**config.mk**
```make
export PLATFORM = sky130hd
export DESIGN_NAME = pipe_stage_elastic
export DESIGN_NICKNAME = d
export VERILOG_FILES = /design/src/rtl/common_types_pkg.sv /design/src/rtl/pipe_ptr_ctr.sv /design/src/rtl/pipe_stage_elastic.sv
export SDC_FILE = /design/constraint.sdc
export NUM_CORES = 1
export LEC_CHECK = 0
export ABC_AREA = 1
export CORE_ASPECT_RATIO = 1.1
export CORE_MARGIN = 1
export CORE_UTILIZATION = 42
export CTS_CLUSTER_SIZE = 8
export DETAILED_ROUTE_END_ITERATION = 7
export PLACE_DENSITY = 0.73
export RECOVER_POWER = 25
export SLEW_MARGIN = 20
export SYNTH_ARGS = -nofsm -noshare
export SYNTH_HDL_FRONTEND = slang
export SYNTH_SLANG_ARGS = --single-unit
export TNS_END_PERCENT = 1
```
**constraint.sdc**
```tcl
create_clock -name clk -period 2.6 [get_ports clk]
set_input_delay 0.52 -clock clk [delete_from_list [all_inputs] [get_ports clk]]
set_output_delay 0.52 -clock clk [all_outputs]
set_load 0.01 [all_outputs]
```
**src/rtl/common_types_pkg.sv**
```systemverilog
// Shared pipeline payload types and sizing helpers for the elastic stage.
package common_types_pkg;

    typedef struct packed {
        logic [31:0] pc;
        logic [31:0] instr;
    } if_id_t;

    typedef struct packed {
        logic [31:0] pc;
        logic        halt;
        logic [4:0]  rd;
        logic        dread;
        logic        dwrite;
        logic [1:0]  reg_wr_src;
        logic        reg_wr_mem;
        logic        reg_wr_mem_signed;
        logic        branch_pol;
        logic [1:0]  pc_ctrl;
        logic [31:0] rdat2;
        logic [31:0] alu_out;
        logic        alu_zero;
        logic [31:0] pc_plus_imm;
        logic        branch_predict;
        logic [31:0] branch_target;
    } ex_mem_t;

    localparam int unsigned IF_ID_W  = $bits(if_id_t);
    localparam int unsigned EX_MEM_W = $bits(ex_mem_t);

    // Pointer width for a modulo-depth index; a single-entry buffer still needs one bit.
    function automatic int unsigned ptr_w(input int unsigned depth);
        return (depth > 1) ? $clog2(depth) : 1;
    endfunction

endpackage

```
**src/rtl/pipe_ptr_ctr.sv**
```systemverilog
// Modulo-DEPTH pointer with clear and increment; wraps DEPTH-1 -> 0 for any depth.
module pipe_ptr_ctr
    import common_types_pkg::*;
#(
    parameter  int unsigned DEPTH = 2,
    localparam int unsigned PTR_W = ptr_w(DEPTH)
) (
    input  logic             clk,
    input  logic             rst,
    input  logic             clr,
    input  logic             inc,
    output logic [PTR_W-1:0] ptr
);

    localparam logic [PTR_W-1:0] LAST = PTR_W'(DEPTH - 1);

    always_ff @(posedge clk) begin
        if (rst || clr) begin
            ptr <= '0;
        end else if (inc) begin
            ptr <= (ptr == LAST) ? '0 : ptr + PTR_W'(1);
        end
    end

endmodule

```
**src/rtl/pipe_stage_elastic.sv**
```systemverilog
// Valid/ready elastic pipeline stage: DEPTH-entry circular buffer with flush and occupancy.
module pipe_stage_elastic
    import common_types_pkg::*;
#(
    parameter  int unsigned DATA_W     = 32,
    parameter  int unsigned DEPTH      = 2,
    parameter  int unsigned READY_PASS = 0,
    localparam int unsigned CNT_W      = $clog2(DEPTH + 1)
) (
    input  logic              clk,
    input  logic              rst,
    input  logic              flush,
    input  logic              in_valid,
    output logic              in_ready,
    input  logic [DATA_W-1:0] in_data,
    output logic              out_valid,
    input  logic              out_ready,
    output logic [DATA_W-1:0] out_data,
    output logic [CNT_W-1:0]  count,
    output logic              full,
    output logic              empty
);

    localparam int unsigned PTR_W = ptr_w(DEPTH);

    logic [DATA_W-1:0] mem [DEPTH];
    logic [PTR_W-1:0]  rd_ptr;
    logic [PTR_W-1:0]  wr_ptr;
    logic              push;
    logic              pop;

    assign full      = (count == CNT_W'(DEPTH));
    assign empty     = (count == '0);
    assign out_valid = !empty;

    // A full stage may still accept when READY_PASS lets the concurrent pop free a slot.
    always_comb begin
        in_ready = 1'b0;
        if (!rst && !flush) begin
            in_ready = !full || ((READY_PASS != 0) && out_ready);
        end
    end

    assign push = in_valid && in_ready && !flush;
    assign pop  = out_valid && out_ready && !flush;

    pipe_ptr_ctr #(.DEPTH(DEPTH)) u_wr_ptr (
        .clk (clk),
        .rst (rst),
        .clr (flush),
        .inc (push),
        .ptr (wr_ptr)
    );

    pipe_ptr_ctr #(.DEPTH(DEPTH)) u_rd_ptr (
        .clk (clk),
        .rst (rst),
        .clr (flush),
        .inc (pop),
        .ptr (rd_ptr)
    );

    always_ff @(posedge clk) begin
        if (rst || flush) begin
            count <= '0;
        end else if (push && !pop) begin
            count <= count + CNT_W'(1);
        end else if (pop && !push) begin
            count <= count - CNT_W'(1);
        end
    end

    // Storage is deliberately not reset; out_data is qualified by out_valid.
    always_ff @(posedge clk) begin
        for (int unsigned i = 0; i < DEPTH; i++) begin
            if (push && (wr_ptr == PTR_W'(i))) begin
                mem[i] <= in_data;
            end
        end
    end

    always_comb begin
        out_data = mem[0];
        for (int unsigned i = 0; i < DEPTH; i++) begin
            if (rd_ptr == PTR_W'(i)) begin
                out_data = mem[i];
            end
        end
    end

endmodule
```
==> results.json, run 1 <==
{
  "fmaxAchievable_ghz": 0.4157,
  "grt_usage_pct": 15.68,
  "port_buffers": 74,
  "hold_class": "reg -> reg",
  "path_buf_inv": 3,
  "die_area_mm2": 0.006516,
  "timing.final.crit_share_pct": 92.53,
  "setup_violations": 0,
  "cpPeakStageDelay_ns": 0.53,
  "synthCells": 208,
  "final_cells": 372,
  "r2r_slack_ns": 1.08,
  "status": "finished clean",
  "ir_drop_mv": 0.4839,
  "core_area_mm2": 0.005878,
  "synth_most_common_cell": "nand2_1",
  "ys_seq_area_share_pct": 76.92,
  "power_density_mw_per_mm2": 631.1,
  "synthTopCellsByCount": "nand2_1, edfxtp_1, inv_1",
  "end_kind": "primary output",
  "max_slew.worst_pin.slew_ns": 0.5702,
  "cp_cell_sequence": "clkdlybuf4s50_1, nor2_4, inv_1, nor2_1, clkdlybuf4s50_1",
  "slew_violations": 0,
  "hold_buffers": 0,
  "r2r-end": "count[1]",
  "syn_area_mm2": 0.002602,
  "use_met1_pct": 19.64,
  "rsz0062_at_grt": "no",
  "hold_start": "count[0]",
  "num-nets-final": 327,
  "gp_congestion": 0.7466,
  "grt_start_max_net_pins": 34,
  "hold-path-endpoint": "count[0]",
  "synth_top_area_share_pct": 73.85,
  "hpwl_um": 2925,
  "cts_root_buf": "clkbuf_8",
  "area_delta_synth_final_pct": 40.63,
  "start_kind": "input port",
  "yosys.area.top_type": "edfxtp_1",
  "dpl_cell_area_mm2": 0.003441,
  "reg2reg_from": "count[1]",
  "maxCapViolCount": 0,
  "die_width_um": 77.06,
  "fin_area_mm2": 0.003660,
  "ant_nets": 0,
  "ios": 75,
  "clk_pin_slew_worst_paths_ns": 0.07,
  "rows": 29,
  "fin_setup_tns_ns": 0,
  "clk_path_buf_depth": 2,
  "grt_pass1_vias": 1674,
  "crit_slowest_cell": "clkdlybuf4s50_1",
  "grt_pass1_wl_um": 7652,
  "dp_cells": 355,
  "synth_top_flop_cell": "edfxtp_1",
  "met2_usage_pct": 25.16,
  "met3_usage_pct": 4.457,
  "min_period_ns": 2.406,
  "ff2ff_path_depth": 9,
  "power_uw": 2310,
  "fill_cells": 487,
  "synth_seq_cells": 68,
  "power.leakage_uw": 0.001404,
  "hold_path_depth": 2,
  "finClkSkew_ns": 0.008224,
  "worst_ep_required_time_ns": 2.08,
  "start_util_pct": 44.27,
  "first_pass_iters": 4,
  "cts_num_sinks": 68,
  "crit_family": "buffers and inverters",
  "critPathArrivalTime_ns": 1.89,
  "drt_iter0_drc": 82,
  "synth_area_per_cell_um2": 12.51,
  "drive_gt1_share_pct": 9.184,
  "yosysWarnings": 0,
  "cts_tree": "yes",
  "vias": 1704,
  "clkLatencyLatePin_ns": 0.33,
  "grt_overflow": 0,
  "crit_top_cell": "clkdlybuf4s50_1",
  "synth_edf_count": 64,
  "setup_slack_ns": 0.1943,
  "drc": 0,
  "gr-max-usage-layer": "met2",
  "place_ws_ns": 0.1949,
  "ctsResizeCount": 0,
  "routedWlPerCell_um": 12.80,
  "syn_nets": 246,
  "critical_path_class": "in -> out",
  "vias_per_cell": 4.581,
  "ys_types": 19,
  "antenna_found_initial": 1,
  "async_reset_ff_share_pct": 0,
  "cts_setup_buffers": 0,
  "die_h_um": 84.56,
  "relSlewSlack_pct": 61.93,
  "wl_um": 4762,
  "yosys-top-cells-area": "edfxtp_1, nand2_1, dfxtp_1",
  "hold_viol": 0,
  "cts.htree.levels": 3,
  "cts_made_buffers": 9,
  "cp_max_fo": 5
}
[power by group]
group / total, uW / leakage, uW / switching (uW) / internal, uW
clock: 926 / 0.000104 / 385 / 540
combinational: 162 / 0.000686 / 68.3 / 93.3
sequential: 1220 / 0.000613 / 5.70 / 1220
[how the worst max path moves through the flow]
stage,cells after the start,end,from
floorplan,3,mem[0][0],flush
global placement,5,in_ready,flush
detailed placement,5,in_ready,flush
CTS,4,out_data[2],u_rd_ptr.ptr
global route,4,out_data[10],u_rd_ptr.ptr
finish,5,in_ready,flush
[cells by family after synthesis]
kind of cell	after synthesis	synth area share [%]
flip-flops	68	76.92
AO/OA/AOI/OAI	3	0.7208
buffers and inverters	19	3.798
adder cells (fa/ha/maj)	1	0.4807
AND/OR/NAND/NOR	117	18.08
[flip-flops by register name, indices dropped and copies added (netlist names)]
signal        count
mem              64
u_wr_ptr.ptr      1
u_rd_ptr.ptr      1
count             2
[cells in the final DEF, fill, tap and decap left out]
cell type        synthesis  final
clkdlybuf4s50_1          0     51
nand2_1                103    103
a21oi_2                  1      1
nor2_4                   1      2
edfxtp_1                64     64
inv_1                    9      9
bufinv_16                0      2
dlygate4sd3_1            0     23
clkbuf_1                 0      1
nor2_2                   1      1
a21oi_1                  1      1
clkinvlp_4               0      1
nand3_2                  1      1
buf_4                    0      1
clkbuf_8                 0      9
clkinv_4                 0      2
or2_1                    1      1
dfxtp_1                  4      4
diode_2                  0      1
inv_2                    3      3
nand3_1                  2      2
nand2_2                  2      2
nor2_1                   4      3
clkinv_1                 0      1
o21ai_0                  1      1
nand4_1                  2      2
buf_12                   0      2
ha_1                     1      1
[metrics by stage]
stage          util, %  hold WS, ns
5_1_grt          62.26       0.5935
6_report         62.26       0.5482
4_1_cts          62.22       0.5521
3_3_place_gp     58.54       0.5402
2_1_floorplan        -       0.5026
3_5_place_dp     58.54       0.5389
[layout make-up]
class	count	area [um2]	share of cell area [%]
diodes	1	2.502	0.06838
clock buffers	10	127.6	3.487
clock inverters	6	88.84	2.427
inverters	12	45.04	1.231
multi-input cells	121	509.2	13.91
flip-flops and latches	68	2002	54.70
well taps	77	96.34	2.632
repair buffers	77	788.3	21.54
[routing by layer]
metal / routed length (um) / vias to the layer above / share of wire (%)
met1: 2090 / 786 / 44
met2: 2334 / 53 / 49
li1: - / 857 / -
met5: 0 / - / 0
met4: 72 / 0 / 1.5
met3: 264 / 8 / 5.5
[tightest hold or removal path: stages (launching register included)]
cell	delay (ns)
dfxtp_1	0.35
inv_2	0.09
a21oi_1	0.06
No activity file was read; power rests on OpenSTA's default activity.
==> run 2: changes to the inputs <==
--- a/config.mk
+++ b/config.mk
@@ -7,10 +7,10 @@
 export LEC_CHECK = 0
 export ABC_AREA = 1
 export CORE_ASPECT_RATIO = 1.1
-export CORE_MARGIN = 1
 export CORE_UTILIZATION = 42
 export CTS_CLUSTER_SIZE = 8
 export DETAILED_ROUTE_END_ITERATION = 7
+export GPL_TIMING_DRIVEN = 0
 export PLACE_DENSITY = 0.73
 export RECOVER_POWER = 25
 export SLEW_MARGIN = 20
==> run 2 against run 1 <==
  * Core utilization decreased by 0.57 points
  * Sequential share of layout area increased by 0.51 points
  * Final area decreased by 0.92%
  * Cell count increased by 1.1%
  * Global-route usage decreased by 0.089 points
  * Worst setup slack got worse by 0.049 ns
  * Routed wire length decreased by 2.4%
  * Combinational power increased by 2%
  * Clock skew decreased by 0.0014 ns
  * Hold slack improved by 0.0021 ns
  * Critical endpoint unchanged
==> results.json, run 2 (synthesis results as in run 1) <==
{
  "rsz0062_at_grt": "no",
  "wl_met1_um": 2019,
  "timing.final.crit_share_pct": 94.41,
  "ir_drop_mv": 0.5085,
  "finClkSkew_ns": 0.006839,
  "die_h_um": 84.56,
  "fin_setup_tns_ns": 0,
  "cts_tree": "yes",
  "hold_path_depth": 2,
  "hold_viol": 0,
  "relSlewSlack_pct": 53.19,
  "regMostFlops": "mem",
  "grt_overflow": 0,
  "core_area_mm2": 0.005878,
  "wl_um": 4650,
  "largest_reg_flops": 64,
  "grt_start_max_net_pins": 33,
  "critical_path_class": "in -> out",
  "critPathArrivalTime_ns": 1.93,
  "status": "finished clean",
  "clkLatencyLatePin_ns": 0.33,
  "drc": 0,
  "grt_pass1_vias": 1701,
  "ff2ff_path_depth": 4,
  "cts.htree.levels": 3,
  "hold_buffers": 0,
  "ant_nets": 0,
  "die_area_mm2": 0.006516,
  "grt_pass1_wl_um": 7500,
  "cts_num_sinks": 68,
  "drive_gt1_share_pct": 10.07,
  "worst_ep_required_time_ns": 2.08,
  "ctsResizeCount": 0,
  "final_cell_mix": "nand2_1, edfxtp_1, clkdlybuf4s50_1",
  "wl_met3_um": 218,
  "vias_per_cell": 4.511,
  "hpwl_um": 3108,
  "maxUsedRoutingLayer": "met4",
  "drt_iter0_drc": 88,
  "cts_made_buffers": 9,
  "wl_met2_um": 2345,
  "gp_congestion": 0.7077,
  "crit_start": "flush",
  "fmaxAchievable_ghz": 0.4074,
  "power_density_mw_per_mm2": 569.0,
  "cp_max_fo": 5,
  "hold_start": "count[0]",
  "grt_usage_pct": 15.59,
  "fin_util_pct": 61.69,
  "max_slew.worst_pin.slew_ns": 0.7011,
  "setup_violations": 0,
  "maxCapViolCount": 0,
  "port_buffers": 74,
  "clk_pin_slew_worst_paths_ns": 0.07,
  "top_regs": "mem: 64 flops, count: 2 flops",
  "end_kind": "primary output",
  "cts_setup_buffers": 0,
  "vias": 1696,
  "routedWlPerCell_um": 12.37,
  "cts_root_buf": "clkbuf_8",
  "area_delta_synth_final_pct": 39.33,
  "num-nets-final": 332,
  "final_common_cell": "nand2_1",
  "hold_class": "reg -> reg",
  "first_pass_iters": 4,
  "die_width_um": 77.06,
  "rows": 29,
  "start_util_pct": 44.27,
  "hold_ws_ns": 0.5504,
  "reg2reg_from": "count[0]",
  "min_period_ns": 2.455,
  "ios": 75,
  "slew_violations": 0,
  "power.leakage_uw": 0.001404,
  "antenna_found_initial": 1,
  "start_kind": "input port",
  "clk_path_buf_depth": 2
}
[run 2: changes by cell type in the layout (fill, tap and decap cells not counted), sizes merged]
cell / before / now
buf: 3 / 8
bufinv: 2 / 0
clkbuf: 10 / 11
clkdlybuf4s50: 51 / 53
clkinv: 3 / 4
clkinvlp: 1 / 0
dlygate4sd3: 23 / 21
[run 2: metal layers]
metal,vias to the layer above,global-route usage [%]
met1,779,17.83
met5,-,0
li1,858,-
met4,0,8.919
met2,52,26.30
met3,7,4.348
[run 2: worst paths after layout]
path / endpoint / slack, ns
max reg2reg: mem[0][33] / 0.98
min: count[0] / 0.55
min reg2reg: count[0] / 0.55
max: in_ready / 0.15
[run 2: area by class of cell]
type	count	area [um2]
clock buffers	11	131.4
flip-flops and latches	68	2002
plain buffers	7	53.80
multi-input cells	121	509.2
repair buffers	75	768.2
fillers	483	2252
diodes	1	2.502
well taps	77	96.34
clock inverters	4	17.52
inverters	12	45.04
[run 2: critical path, cell delays in order]
cell	delay [ns]
clkdlybuf4s50_1	0.46
nor2_4	0.18
inv_1	0.10
nor2_1	0.12
clkdlybuf4s50_1	0.55
[run 2: stage by stage]
step | total power (uW) | std cells | setup slack, ns | instance area (um2)
finish | 2063 | 376 | 0.1454 | 3626
global route | 2141 | 376 | 0.08373 | 3626
CTS | 2089 | 375 | 0.1281 | 3623
detailed placement | 1420 | 360 | 0.1343 | 3475
global placement | 1412 | 359 | -1.237 | 3440
floorplan | 1299 | 208 | 0.06776 | 2603
[run 2: report_power, final]
group,leakage [uW],internal [uW],switching (uW)
combinational,0.000713,96.2,69.5
sequential,0.000613,1220,5.41
clock,0.0000780,331,343
